## src/rtl/impact_access_sequencer_if.sv

```systemverilog
// Command/response bundle between a requester and the impact access sequencer.
// The requester drives the master side; the sequencer owns the slave side.
interface impact_access_sequencer_if;
    logic       cmd_valid;
    logic       cmd_ready;
    logic       cmd_write;
    logic       cmd_byte_mode;
    logic       cmd_trunc;
    logic [1:0] cmd_byte_sel;
    logic [1:0] cmd_proj_sel;
    logic [7:0] cmd_wdata;
    logic       rsp_valid;
    logic       rsp_is_read;
    logic [7:0] rsp_data;
    logic       busy;

    modport master (
        output cmd_valid, cmd_write, cmd_byte_mode, cmd_trunc,
               cmd_byte_sel, cmd_proj_sel, cmd_wdata,
        input  cmd_ready, rsp_valid, rsp_is_read, rsp_data, busy
    );

    modport slave (
        input  cmd_valid, cmd_write, cmd_byte_mode, cmd_trunc,
               cmd_byte_sel, cmd_proj_sel, cmd_wdata,
        output cmd_ready, rsp_valid, rsp_is_read, rsp_data, busy
    );
endinterface

```

## src/rtl/impact_access_sequencer.sv

```systemverilog
// Sequences one memory-macro access per command: setup, precharge, word-line
// settle, sense/drive, done. Macro strobes are registered from the next state.
module impact_access_sequencer #(
    parameter int PRE_CYCLES = 2,
    parameter int WL_CYCLES  = 1,
    parameter int ACT_CYCLES = 2
) (
    input  logic                        clk,
    input  logic                        rst,
    impact_access_sequencer_if.slave    bus,
    output logic                        PreCharge,
    output logic                        WL_enable,
    output logic                        ReadEnable,
    output logic                        WriteEnable,
    output logic                        Data_In_Enable,
    output logic                        Trunc_Enable,
    output logic                        Byte_Mode_Enable,
    output logic [1:0]                  Byte_Select,
    output logic [1:0]                  Proj_Select,
    output logic [7:0]                  Data_In,
    input  logic [7:0]                  Data_Out
);

    localparam logic [2:0] S_IDLE  = 3'd0;
    localparam logic [2:0] S_SETUP = 3'd1;
    localparam logic [2:0] S_PRE   = 3'd2;
    localparam logic [2:0] S_WL    = 3'd3;
    localparam logic [2:0] S_ACT   = 3'd4;
    localparam logic [2:0] S_DONE  = 3'd5;

    localparam logic [3:0] PRE_LOAD = 4'(PRE_CYCLES - 1);
    localparam logic [3:0] WL_LOAD  = 4'(WL_CYCLES - 1);
    localparam logic [3:0] ACT_LOAD = 4'(ACT_CYCLES - 1);

    logic [2:0] state_q, state_d;
    logic [3:0] cnt_q, cnt_d;
    logic       accept;
    logic       active_d;

    logic       write_q, write_d;
    logic       byteMode_q, byteMode_d;
    logic       trunc_q, trunc_d;
    logic [1:0] byteSel_q, byteSel_d;
    logic [1:0] projSel_q, projSel_d;
    logic [7:0] wdata_q, wdata_d;

    logic       preCharge_q, wlEnable_q, readEnable_q, writeEnable_q;
    logic       truncOut_q, byteModeOut_q;
    logic [1:0] byteSelOut_q, projSelOut_q;
    logic [7:0] dataInOut_q;
    logic       rspValid_q, rspIsRead_q;
    logic [7:0] rspData_q;

    // Each multi-cycle state runs its counter down to zero before moving on.
    always_comb begin
        state_d = state_q;
        cnt_d   = cnt_q;
        accept  = 1'b0;
        case (state_q)
            S_IDLE: begin
                if (bus.cmd_valid) begin
                    accept  = 1'b1;
                    state_d = S_SETUP;
                end
            end
            S_SETUP: begin
                state_d = S_PRE;
                cnt_d   = PRE_LOAD;
            end
            S_PRE: begin
                if (cnt_q == 4'd0) begin
                    state_d = S_WL;
                    cnt_d   = WL_LOAD;
                end else begin
                    cnt_d = cnt_q - 4'd1;
                end
            end
            S_WL: begin
                if (cnt_q == 4'd0) begin
                    state_d = S_ACT;
                    cnt_d   = ACT_LOAD;
                end else begin
                    cnt_d = cnt_q - 4'd1;
                end
            end
            S_ACT: begin
                if (cnt_q == 4'd0) begin
                    state_d = S_DONE;
                end else begin
                    cnt_d = cnt_q - 4'd1;
                end
            end
            S_DONE:  state_d = S_IDLE;
            default: state_d = S_IDLE;
        endcase

        write_d    = accept ? bus.cmd_write     : write_q;
        byteMode_d = accept ? bus.cmd_byte_mode : byteMode_q;
        trunc_d    = accept ? bus.cmd_trunc     : trunc_q;
        byteSel_d  = accept ? bus.cmd_byte_sel  : byteSel_q;
        projSel_d  = accept ? bus.cmd_proj_sel  : projSel_q;
        wdata_d    = accept ? bus.cmd_wdata     : wdata_q;
        active_d   = (state_d != S_IDLE);
    end

    // Outputs are decoded from the next state so they change exactly at state edges.
    always_ff @(posedge clk) begin
        if (rst) begin
            state_q       <= S_IDLE;
            cnt_q         <= 4'd0;
            write_q       <= 1'b0;
            byteMode_q    <= 1'b0;
            trunc_q       <= 1'b0;
            byteSel_q     <= 2'd0;
            projSel_q     <= 2'd0;
            wdata_q       <= 8'd0;
            preCharge_q   <= 1'b0;
            wlEnable_q    <= 1'b0;
            readEnable_q  <= 1'b0;
            writeEnable_q <= 1'b0;
            truncOut_q    <= 1'b0;
            byteModeOut_q <= 1'b0;
            byteSelOut_q  <= 2'd0;
            projSelOut_q  <= 2'd0;
            dataInOut_q   <= 8'd0;
            rspValid_q    <= 1'b0;
            rspIsRead_q   <= 1'b0;
            rspData_q     <= 8'd0;
        end else begin
            state_q       <= state_d;
            cnt_q         <= cnt_d;
            write_q       <= write_d;
            byteMode_q    <= byteMode_d;
            trunc_q       <= trunc_d;
            byteSel_q     <= byteSel_d;
            projSel_q     <= projSel_d;
            wdata_q       <= wdata_d;
            preCharge_q   <= (state_d == S_PRE);
            wlEnable_q    <= (state_d == S_WL) || (state_d == S_ACT);
            readEnable_q  <= (state_d == S_ACT) && !write_d;
            writeEnable_q <= (state_d == S_ACT) && write_d;
            truncOut_q    <= active_d && trunc_d;
            byteModeOut_q <= active_d && byteMode_d;
            byteSelOut_q  <= active_d ? byteSel_d : 2'd0;
            projSelOut_q  <= active_d ? projSel_d : 2'd0;
            dataInOut_q   <= active_d ? wdata_d : 8'd0;
            rspValid_q    <= (state_d == S_DONE);
            rspIsRead_q   <= (state_d == S_DONE) && !write_q;
            if ((state_q == S_ACT) && (cnt_q == 4'd0) && !write_q) begin
                rspData_q <= Data_Out;
            end
        end
    end

    assign bus.cmd_ready   = (state_q == S_IDLE);
    assign bus.busy        = (state_q != S_IDLE);
    assign bus.rsp_valid   = rspValid_q;
    assign bus.rsp_is_read = rspIsRead_q;
    assign bus.rsp_data    = rspData_q;

    assign PreCharge        = preCharge_q;
    assign WL_enable        = wlEnable_q;
    assign ReadEnable       = readEnable_q;
    assign WriteEnable      = writeEnable_q;
    assign Data_In_Enable   = writeEnable_q;
    assign Trunc_Enable     = truncOut_q;
    assign Byte_Mode_Enable = byteModeOut_q;
    assign Byte_Select      = byteSelOut_q;
    assign Proj_Select      = projSelOut_q;
    assign Data_In          = dataInOut_q;

endmodule

```

## src/flat_wrapper.sv

```systemverilog
// flat-port wrapper written by rule: the top's interface ports become plain ports
module impact_access_sequencer_flat 
#(
    parameter int PRE_CYCLES = 2,
    parameter int WL_CYCLES  = 1,
    parameter int ACT_CYCLES = 2
)
  (clk, rst, PreCharge, WL_enable, ReadEnable, WriteEnable, Data_In_Enable, Trunc_Enable, Byte_Mode_Enable, Byte_Select, Proj_Select, Data_In, Data_Out, bus_cmd_valid, bus_cmd_write, bus_cmd_byte_mode, bus_cmd_trunc, bus_cmd_byte_sel, bus_cmd_proj_sel, bus_cmd_wdata, bus_cmd_ready, bus_rsp_valid, bus_rsp_is_read, bus_rsp_data, bus_busy);
  impact_access_sequencer_if bus_i ();
  input  logic clk;
  input  logic rst;
  output logic PreCharge;
  output logic WL_enable;
  output logic ReadEnable;
  output logic WriteEnable;
  output logic Data_In_Enable;
  output logic Trunc_Enable;
  output logic Byte_Mode_Enable;
  output logic [1:0] Byte_Select;
  output logic [1:0] Proj_Select;
  output logic [7:0] Data_In;
  input  logic [7:0] Data_Out;
  input wire logic [$bits(bus_i.cmd_valid)-1:0] bus_cmd_valid;
  input wire logic [$bits(bus_i.cmd_write)-1:0] bus_cmd_write;
  input wire logic [$bits(bus_i.cmd_byte_mode)-1:0] bus_cmd_byte_mode;
  input wire logic [$bits(bus_i.cmd_trunc)-1:0] bus_cmd_trunc;
  input wire logic [$bits(bus_i.cmd_byte_sel)-1:0] bus_cmd_byte_sel;
  input wire logic [$bits(bus_i.cmd_proj_sel)-1:0] bus_cmd_proj_sel;
  input wire logic [$bits(bus_i.cmd_wdata)-1:0] bus_cmd_wdata;
  output wire logic [$bits(bus_i.cmd_ready)-1:0] bus_cmd_ready;
  output wire logic [$bits(bus_i.rsp_valid)-1:0] bus_rsp_valid;
  output wire logic [$bits(bus_i.rsp_is_read)-1:0] bus_rsp_is_read;
  output wire logic [$bits(bus_i.rsp_data)-1:0] bus_rsp_data;
  output wire logic [$bits(bus_i.busy)-1:0] bus_busy;
  assign bus_i.cmd_valid = bus_cmd_valid;
  assign bus_i.cmd_write = bus_cmd_write;
  assign bus_i.cmd_byte_mode = bus_cmd_byte_mode;
  assign bus_i.cmd_trunc = bus_cmd_trunc;
  assign bus_i.cmd_byte_sel = bus_cmd_byte_sel;
  assign bus_i.cmd_proj_sel = bus_cmd_proj_sel;
  assign bus_i.cmd_wdata = bus_cmd_wdata;
  assign bus_cmd_ready = bus_i.cmd_ready;
  assign bus_rsp_valid = bus_i.rsp_valid;
  assign bus_rsp_is_read = bus_i.rsp_is_read;
  assign bus_rsp_data = bus_i.rsp_data;
  assign bus_busy = bus_i.busy;
  impact_access_sequencer #(.PRE_CYCLES(PRE_CYCLES), .WL_CYCLES(WL_CYCLES), .ACT_CYCLES(ACT_CYCLES)) u_core (.clk(clk), .rst(rst), .bus(bus_i), .PreCharge(PreCharge), .WL_enable(WL_enable), .ReadEnable(ReadEnable), .WriteEnable(WriteEnable), .Data_In_Enable(Data_In_Enable), .Trunc_Enable(Trunc_Enable), .Byte_Mode_Enable(Byte_Mode_Enable), .Byte_Select(Byte_Select), .Proj_Select(Proj_Select), .Data_In(Data_In), .Data_Out(Data_Out));
endmodule
```

## config.mk

```make
export PLATFORM = sky130hd
export DESIGN_NAME = impact_access_sequencer_flat
export DESIGN_NICKNAME = d
export VERILOG_FILES = /design/src/rtl/impact_access_sequencer_if.sv /design/src/rtl/impact_access_sequencer.sv /design/src/flat_wrapper.sv
export SDC_FILE = /design/constraint.sdc
export NUM_CORES = 1
export LEC_CHECK = 0
export CAP_MARGIN = 15
export CELL_PAD_IN_SITES_DETAIL_PLACEMENT = 1
export CELL_PAD_IN_SITES_GLOBAL_PLACEMENT = 2
export CORE_ASPECT_RATIO = 1.2
export CORE_MARGIN = 1.5
export CORE_UTILIZATION = 25
export CTS_CLUSTER_DIAMETER = 40
export DETAILED_ROUTE_END_ITERATION = 10
export GPL_ROUTABILITY_DRIVEN = 0
export GPL_TIMING_DRIVEN = 0
export HOLD_SLACK_MARGIN = 0.06
export PLACE_DENSITY_LB_ADDON = 0.1
export SYNTH_ARGS = -nofsm -noshare
export SYNTH_HDL_FRONTEND = slang
export SYNTH_SLANG_ARGS = --single-unit
```

## constraint.sdc

```tcl
create_clock -name clk -period 1.9 [get_ports clk]
set_clock_uncertainty 0.2 [all_clocks]
set_input_delay 0.38 -clock clk [delete_from_list [all_inputs] [get_ports clk]]
set_output_delay 0.38 -clock clk [all_outputs]
set_load 0.02 [all_outputs]
```

== Word level (Yosys, flattened, before mapping) ==
Cells that the tools add are included.
W data, S select, Z words.
Word-level totals
  word-level logic and storage cells: 65
  output and inout port bits: 31
  register bits: 50
Operators by class
  equal/unequal tests: 9
  add/sub/neg operators: 1
  reductions and logical operators: 17
  bitwise gates (word level): 1
  muxes and demuxes: 17
Operator list (number)
  $pmux W4 S4: 1
  $pmux W3 S5: 1
  $eq A3 B2 Y1 const B: 4
  $mux W3: 4
  $mux W4: 3
  $eq A3 B3 Y1 const B: 3
  $mux W8: 1
  $logic_and A1 B1 Y1: 7
  $reduce_bool A3 Y1: 2
  $mux W1: 5
  $logic_not A4 Y1: 1
  $mux W2: 2
  $reduce_bool A4 Y1: 1
  $sub A4 B1 Y4 const B: 1
  $eq A3 B1 Y1 const B: 1
  $logic_not A3 Y1: 1
  $logic_not A1 Y1: 2
  $ne A2 B2 Y1 const B: 1
  $reduce_and A2 Y1: 1
  $reduce_or A2 Y1: 1
  $logic_or A1 B1 Y1: 1
  $not A1 Y1: 1

== Logic depth before layout (Yosys ltp) ==
Gate-level depths: netlist (run 1).
  depth after elaboration: 6
  mapped depth: 9
  gate-level depth less buffers: 6

== Least setup slack after synthesis (run 1) ==
Ideal clock, no wire load.
  path kind: reg-to-reg
  start point: register u_core.cnt_q[0]
  end point: register u_core.rspData_q[0], in the netlist u_core.bus.rsp_data[0]
  path slack: -0.113 ns
  arrival: 1.698 ns
  stages on the path, launching flop included: 8
  path through: dfxtp_1 > inv_1 > ha_1 > or3b_1 > buf_6 > nor3_4 > mux2i_1 > nor2_1
Between the ends
  word-level cells in the longest chain between the ends: 3
RTL lines
  start: declaration: RTL line impact_access_sequencer.sv:36  | logic [3:0] cnt_q, cnt_d;
  start signal: assignment: RTL line impact_access_sequencer.sv:131  | cnt_q <= cnt_d;
  $logic_not A4 Y1: RTL line impact_access_sequencer.sv:149  | if ((state_q == S_ACT) && (cnt_q == 4'd0) && !write_q) begin
  $logic_and A1 B1 Y1 (2 in series): RTL line impact_access_sequencer.sv:149
  end signal: assignment: RTL line impact_access_sequencer.sv:150  | rspData_q <= Data_Out;
  end: declaration: RTL line impact_access_sequencer.sv:52  | logic [7:0] rspData_q;
Every way passes these cells.
A chain may end at the register's enable or synchronous reset.

== Final worst setup path (run 1) ==
  start point: register u_core.cnt_q[1]
  end point: register u_core.rspData_q[1], in the netlist u_core.bus.rsp_data[1]
The elaborated chain is that of the path after synthesis.

==> metrics, run 1 <==
top_reg_cell synth dfxtp_1; first-pass GRT wire length roughly 8.1 mm; clk root buf clkbuf_8; WL final around 5 mm; H-tree Lvls 2; maximum fanout along the worst path 5; Leak about 1.1 nW; Post-Place Cells approximately 340; CP endpoint kind flop; gr ovfl total 0; initial DRC count 35; Setup violations, final 5; area post-placement around 2600 µm²; Clk pwr share 0.219; Starting Density 0.259; Max Clk Rate around 0.52 GHz; outcome finished with violations; Slew Limit Fails 0; Die ar. approximately 8100 µm²; CTS tree done; Hold Crit Class primary input to flop; #FFs+latches synth 50; vias in the first global route 1,627; clk_lat worst skew ~0.3 ns; Comb pwr share 0.405; Wirelength per Cell 14.2 µm; hpwl dp approximately 3.5 mm; worst slew pin tran ~0.47 ns; WP data arrival ~1.9 ns; syn nets about 220; Filler Cells Inserted about 830; clk slew on worst S/H paths about 0.090 ns; count leader, synth dfxtp_1; PwrDens approximately 1100 nW/µm²; Area Overhead vs Synth 58.5%; Reg power frac 0.376; setup repair after global routing missed its margin yes; Post-synth EDFFs 0; initial antenna violation count 0; failing checks setup timing; total power around 0.0034 W; Die H 98.4 µm; leading area contributor after synthesis dfxtp_1; list of most frequent post-synthesis cells dfxtp_1, nor2_1, mux2i_1, a21oi_1, nor3_1; fin crit period approximately 1.9 ns; ratio of cells with drive above 1 in the final layout 0.241; max-cap violation count 0; drc violations 0; CTS Sinks 50; Non-Filler Instances about 360; Final #Nets slightly below 300; NetSw 0.00109 W; All-Layer GR Usage 0.131; post-route ant nets 0; DRT Pass-1 Iters 4; via count 1,551; # diodes 0; ys async rst share 0; via/cell ratio roughly 4.4; number of library cell types mapped by synthesis 35; GR Util met3 0.0306; core area between 7000 and 8000 µm²; post-synthesis sequential area ratio 0.528; CTS Buf Count 5; Port Buffers 55; Worst EP required 1.90 ns; row count 34; syn_area_per_cell roughly 9.9 µm²; Sw Share 0.322; share of the synthesized area in the top cell type 0.528; Gate Count Post-Synth roughly 190; DIE WIDTH a little over 80 µm; GR Util met2 0.233; busiest layer in global routing met2; max_slew headroom 0.689; period utilization 1.01; Cell Area, Synth ~1900 µm²; Crit Path Category flop to flop; internal power between 0.002 and 0.0025 W; Hold Violations, Final 0; Ports 57; design area approximately 3000 µm²; largest net degree at the start of global routing 16; CTS Buffer Depth 2; crit start category flop; GR Util met1 0.154; YS warnings 0; peak supply drop roughly 0.66 mV; synth top area cells dfxtp_1, mux2i_1, nor2_1; Final WS setup -0.0111 ns
[placed cells by master (no fill, tap or decap), types with 2 or more instances in the layout]
cell type        netlist  routed
mux2i_4                0      12
nor3_1                 6       6
clkinv_2               0       2
nor2_1                42      42
clkbuf_8               2       7
mux2i_1               24      10
mux2i_2                0       2
nor2b_1                2       2
inv_1                  5       3
and2_1                 4       3
a21oi_1               11      10
dfxtp_2                0       2
nand2_1                3       3
buf_6                  3       6
dfxtp_1               50      45
nand4_1                3       3
buf_4                  2      13
xnor2_1                2       2
clkdlybuf4s50_1        0      52
nand3_1                5       5
or3b_1                 2       2
clkbuf_1               3       2
o21ai_0                3       2
dfxtp_4                0       3
[area by class of cell]
| type | instances | area (µm²) | area share |
|---|---|---|---|
| sequential | 50 | 1010 | 0.337 |
| multi-input combinational | 122 | 953 | 0.317 |
| timing repair buffer | 70 | 696 | 0.231 |
| tap | 90 | 113 | 0.0375 |
| buffer | 10 | 91.3 | 0.0304 |
| clock buffer | 5 | 68.8 | 0.0229 |
| clock inverter | 3 | 40.0 | 0.0133 |
| inverter | 6 | 30.0 | 0.00999 |
[worst max-delay path, cell delays in order (launching register included)]
cell and delay [ns]:
dfxtp_2 0.34, inv_2 0.07, ha_4 0.14, or3b_1 0.37
buf_6 0.14, nor3_4 0.16, buf_6 0.16, mux2i_1 0.18
nor2_1 0.06
[layer usage]
| layer | part of all wire | vias up | wire [µm] |
|---|---|---|---|
| met1 | 0.42 | 739 | 2140 |
| li1 | - | 779 | - |
| met5 | 0 | - | 0 |
| met4 | 0.013 | 0 | 64 |
| met3 | 0.035 | 6 | 179 |
| met2 | 0.53 | 27 | 2680 |
[flip-flops by register name, summed over array words and instances (netlist names)]
| name | count |
|---|---|
| u_core.Byte_Select | 2 |
| u_core.projSel_q | 2 |
| u_core.wdata_q | 8 |
| u_core.state_q | 3 |
| u_core.Data_In_Enable | 1 |
| u_core.cnt_q | 4 |
| u_core.byteSel_q | 2 |
| u_core.Proj_Select | 2 |
| u_core.ReadEnable | 1 |
| u_core.bus.rsp_valid | 1 |
| u_core.bus.rsp_data | 8 |
| u_core.trunc_q | 1 |
| u_core.PreCharge | 1 |
| u_core.Byte_Mode_Enable | 1 |
| u_core.bus.rsp_is_read | 1 |
| u_core.Trunc_Enable | 1 |
| u_core.byteMode_q | 1 |
| u_core.WL_enable | 1 |
| u_core.Data_In | 8 |
| u_core.write_q | 1 |
[worst paths after layout]
check	depth (start not counted)	endpoint	from	slack (ns)
hold reg to reg	2	u_core.bus.rsp_data[0]$_SDFFE_PP0P_	u_core.bus.rsp_data[0]$_SDFFE_PP0P_	0.30
setup reg to reg	8	u_core.bus.rsp_data[1]$_SDFFE_PP0P_	u_core.cnt_q[1]$_SDFFE_PP0P_	-0.01
hold / removal	2	u_core.cnt_q[1]$_SDFFE_PP0P_	rst	0.16
setup / recovery	8	u_core.bus.rsp_data[1]$_SDFFE_PP0P_	u_core.cnt_q[1]$_SDFFE_PP0P_	-0.01
[power by group through the flow]
stage / registers [W] / logic [W] / clock network, W
2_1_floorplan: 0.00132 / 0.000686 / 0
3_3_place_gp: 0.00128 / 0.00108 / 0
3_5_place_dp: 0.00128 / 0.00108 / 0
4_1_cts: 0.00126 / 0.00128 / 0.000781
5_1_grt: 0.00128 / 0.00150 / 0.000816
6_report: 0.00127 / 0.00137 / 0.000743
[cells by family (layout without fill, tap and decap cells)]
| kind of cell | Yosys count | count (layout) | share of synthesized area |
|---|---|---|---|
| compound gates | 19 | 19 | 0.0574 |
| xor+xnor | 2 | 2 | 0.00924 |
| fa+ha+maj | 2 | 2 | 0.0132 |
| buf+inv | 19 | 94 | 0.0712 |
| flops | 50 | 50 | 0.528 |
| mux | 24 | 24 | 0.127 |
| simple gates | 75 | 75 | 0.195 |
[stage by stage]
stage / setup WS [ns] / hold slack [ns] / TNS [ns] / utilization
detailed placement: -0.234 / 0.279 / -6.40 / 0.354
global route: -0.109 / 0.152 / -1.67 / 0.411
finish: -0.0111 / 0.157 / -0.0301 / 0.411
global placement: -0.245 / 0.267 / -6.36 / 0.354
CTS: -0.0434 / 0.149 / -0.792 / 0.394
floorplan: -0.0257 / 0.256 / -0.522 / -
[what timing repair did]
action | 4_1_cts | 5_1_grt
buffers inserted | 12 | 2
pin swaps | 4 | 5
gates resized for setup | 35 | 23
cloned | 1 | 0
setup endpoints to repair | 38 | 42
hold buffers | 0 | 0
hold endpoints to repair | 0 | 0
No activity file was read; power rests on OpenSTA's default activity.
==> run 2: changes to the inputs <==
--- a/config.mk
+++ b/config.mk
@@ -13,7 +13,6 @@
 export CORE_UTILIZATION = 25
 export CTS_CLUSTER_DIAMETER = 40
 export DETAILED_ROUTE_END_ITERATION = 10
-export GPL_ROUTABILITY_DRIVEN = 0
 export GPL_TIMING_DRIVEN = 0
 export HOLD_SLACK_MARGIN = 0.06
 export PLACE_DENSITY_LB_ADDON = 0.1
==> results of run 2 <==
No change in the layout: final DEF, timing and power equal those of run 1.
==> run 3: changes to the inputs <==
--- a/config.mk
+++ b/config.mk
@@ -13,7 +13,7 @@
 export CORE_UTILIZATION = 25
 export CTS_CLUSTER_DIAMETER = 40
 export DETAILED_ROUTE_END_ITERATION = 10
-export GPL_TIMING_DRIVEN = 0
+export GPL_TIMING_DRIVEN = 1
 export HOLD_SLACK_MARGIN = 0.06
 export PLACE_DENSITY_LB_ADDON = 0.1
 export SYNTH_ARGS = -nofsm -noshare
==> run 3 against run 2 <==
The run now ends clean; worst hold slack improved by 0.14 ns; clock power shrank 0.7%; via count fell by 3.5%; final area decreased by 5.0%; critical path type unchanged; largest cell class unchanged; largest power group is now sequential cells.
==> metrics, run 3 (synthesis results as in run 1) <==
outcome completed; total power roughly 0.0032 W; max-cap violation count 0; final core utilization 0.390; H-tree Lvls 2; DIE WIDTH around 83 µm; Reg power frac 0.391; Filler Cells Inserted 828; Slew Limit Fails 0; NetSw slightly above 0.001 W; DRT Pass-1 Iters 3; CP endpoint kind flop; fin crit period roughly 1.8 ns; Ports 57; row count 34; most frequent cells in the layout clkdlybuf4s50_1, dfxtp_1, nor2_1; first-pass GRT wire length approximately 7.8 mm; hpwl dp about 3.6 mm; Area Overhead vs Synth 50.6%; hold_sp u_core.wdata_q[2]$_SDFF_PP0_; ratio of cells with drive above 1 in the final layout 0.191; Worst EP required 1.90 ns; All-Layer GR Usage 0.127; internal power 0.00220 W; Crit Path Category flop to flop; Starting Density 0.259; hold buffer count at cts 0; routability cong. about 0.77; period utilization 0.972; Port Buffers between 50 and 60; FF/Latch Area approximately 1000 µm²; CP startpoint u_core.cnt_q[1]$_SDFFE_PP0P_; clk root buf clkbuf_8; Leak 1.10 nW; Die H 98.4 µm; Hold Crit Class flop to flop; initial antenna violation count 0; Sw Share 0.315; Final #Nets 289; vias in the first global route 1,561; Post-Place Worst Slack -0.118 ns; crit start category flop; commonest non-fill, non-tap cell in the layout clkdlybuf4s50_1; post-route ant nets 0; WP data arrival approximately 1.9 ns; Final WS setup 0.0536 ns; CTS Buffer Depth 2; maximum fanout along the worst path 8; PwrDens approximately 1100 nW/µm²; CTS Buf Count 5; # diodes 0; drc violations 0; clk slew on worst S/H paths about 0.10 ns; Hold WS ~0.3 ns; CTS Sinks 50; FF-to-FF Start u_core.cnt_q[1]$_SDFFE_PP0P_; Setup violations, final 0; via count approximately 1,500; initial DRC count 18; Hold Violations, Final 0; Die ar. between 8000 and 9000 µm²; max_slew headroom 0.803; via/cell ratio roughly 4.3; WL final 4.82 mm; worst slew pin tran about 0.3 ns; CTS tree done; Setup TNS 0 ns; clk_lat worst skew 0.30 ns; largest net degree at the start of global routing 20; setup repair after global routing missed its margin yes; gr ovfl total 0; Max Clk Rate between 0.5 and 0.6 GHz; Clk pwr share 0.229; footprint of the multi-input gates between 800 and 900 µm²; Comb pwr share 0.380; Wirelength per Cell 13.7 µm; core area 7320 µm²; peak supply drop 0.412 mV
[run 3: cell types whose count changed in the layout (fill, tap and decap cells not counted), moves of 2 or more]
cell	delta
buf_4	+3
clkbuf_1	-2
dlymetal6s2s_1	+2
clkbuf_8	-2
mux2i_1	+8
buf_6	-5
mux2i_4	-8
dfxtp_1	+2
[run 3: per-layer routing]
| layer | track usage | share of wire | wire length [µm] |
|---|---|---|---|
| met1 | 0.154 | 0.43 | 2070 |
| met2 | 0.215 | 0.52 | 2510 |
| met3 | 0.0296 | 0.036 | 175 |
| met4 | 0.0462 | 0.014 | 66 |
| met5 | 0 | 0 | 0 |
[run 3: power groups by stage]
stage | Sequential [W] | Clock [W] | Combinational (W)
3_5_place_dp | 0.00127 | 0 | 0.00114
5_1_grt | 0.00127 | 0.000820 | 0.00135
4_1_cts | 0.00125 | 0.000782 | 0.00113
3_3_place_gp | 0.00127 | 0 | 0.00114
2_1_floorplan | 0.00132 | 0 | 0.000686
6_report | 0.00126 | 0.000738 | 0.00122
[run 3: path summary, 6_finish.rpt]
| check | endpoint | slack [ns] | cells past startpoint |
|---|---|---|---|
| hold / removal | u_core.Data_In[2]$_SDFF_PP0_ | 0.29 | 2 |
| hold reg to reg | u_core.Data_In[2]$_SDFF_PP0_ | 0.29 | 2 |
| setup reg to reg | u_core.bus.rsp_data[3]$_SDFFE_PP0P_ | 0.05 | 7 |
| setup / recovery | u_core.bus.rsp_data[3]$_SDFFE_PP0P_ | 0.05 | 7 |
[run 3: layout make-up]
| class | instances | share of cell area |
|---|---|---|
| sequential | 50 | 0.353 |
| tap | 90 | 0.0394 |
| clock inverter | 3 | 0.0140 |
| multi-input combinational | 122 | 0.294 |
| timing repair buffer | 76 | 0.263 |
| clock buffer | 5 | 0.0241 |
| inverter | 6 | 0.0114 |
[run 3: timing repair]
item,in CTS,in global routing
pin swaps,0,5
setup endpoints to repair,26,31
cloned,0,1
gates resized for setup,9,20
setup buffers,0,3
[run 3: worst max-delay path, cell delays in order, from the launching register on]
cell and delay (ns):
dfxtp_4 0.37, inv_4 0.06, ha_4 0.12, or3b_4 0.39
nor3_4 0.20, buf_12 0.16, mux2i_1 0.18, nor2_1 0.06
[run 3: metrics by stage]
step,std cells,area (µm²)
3_3_place_gp,341,2630
3_5_place_dp,341,2630
4_1_cts,349,2740
2_1_floorplan,191,1930
6_report,352,2860
5_1_grt,352,2860
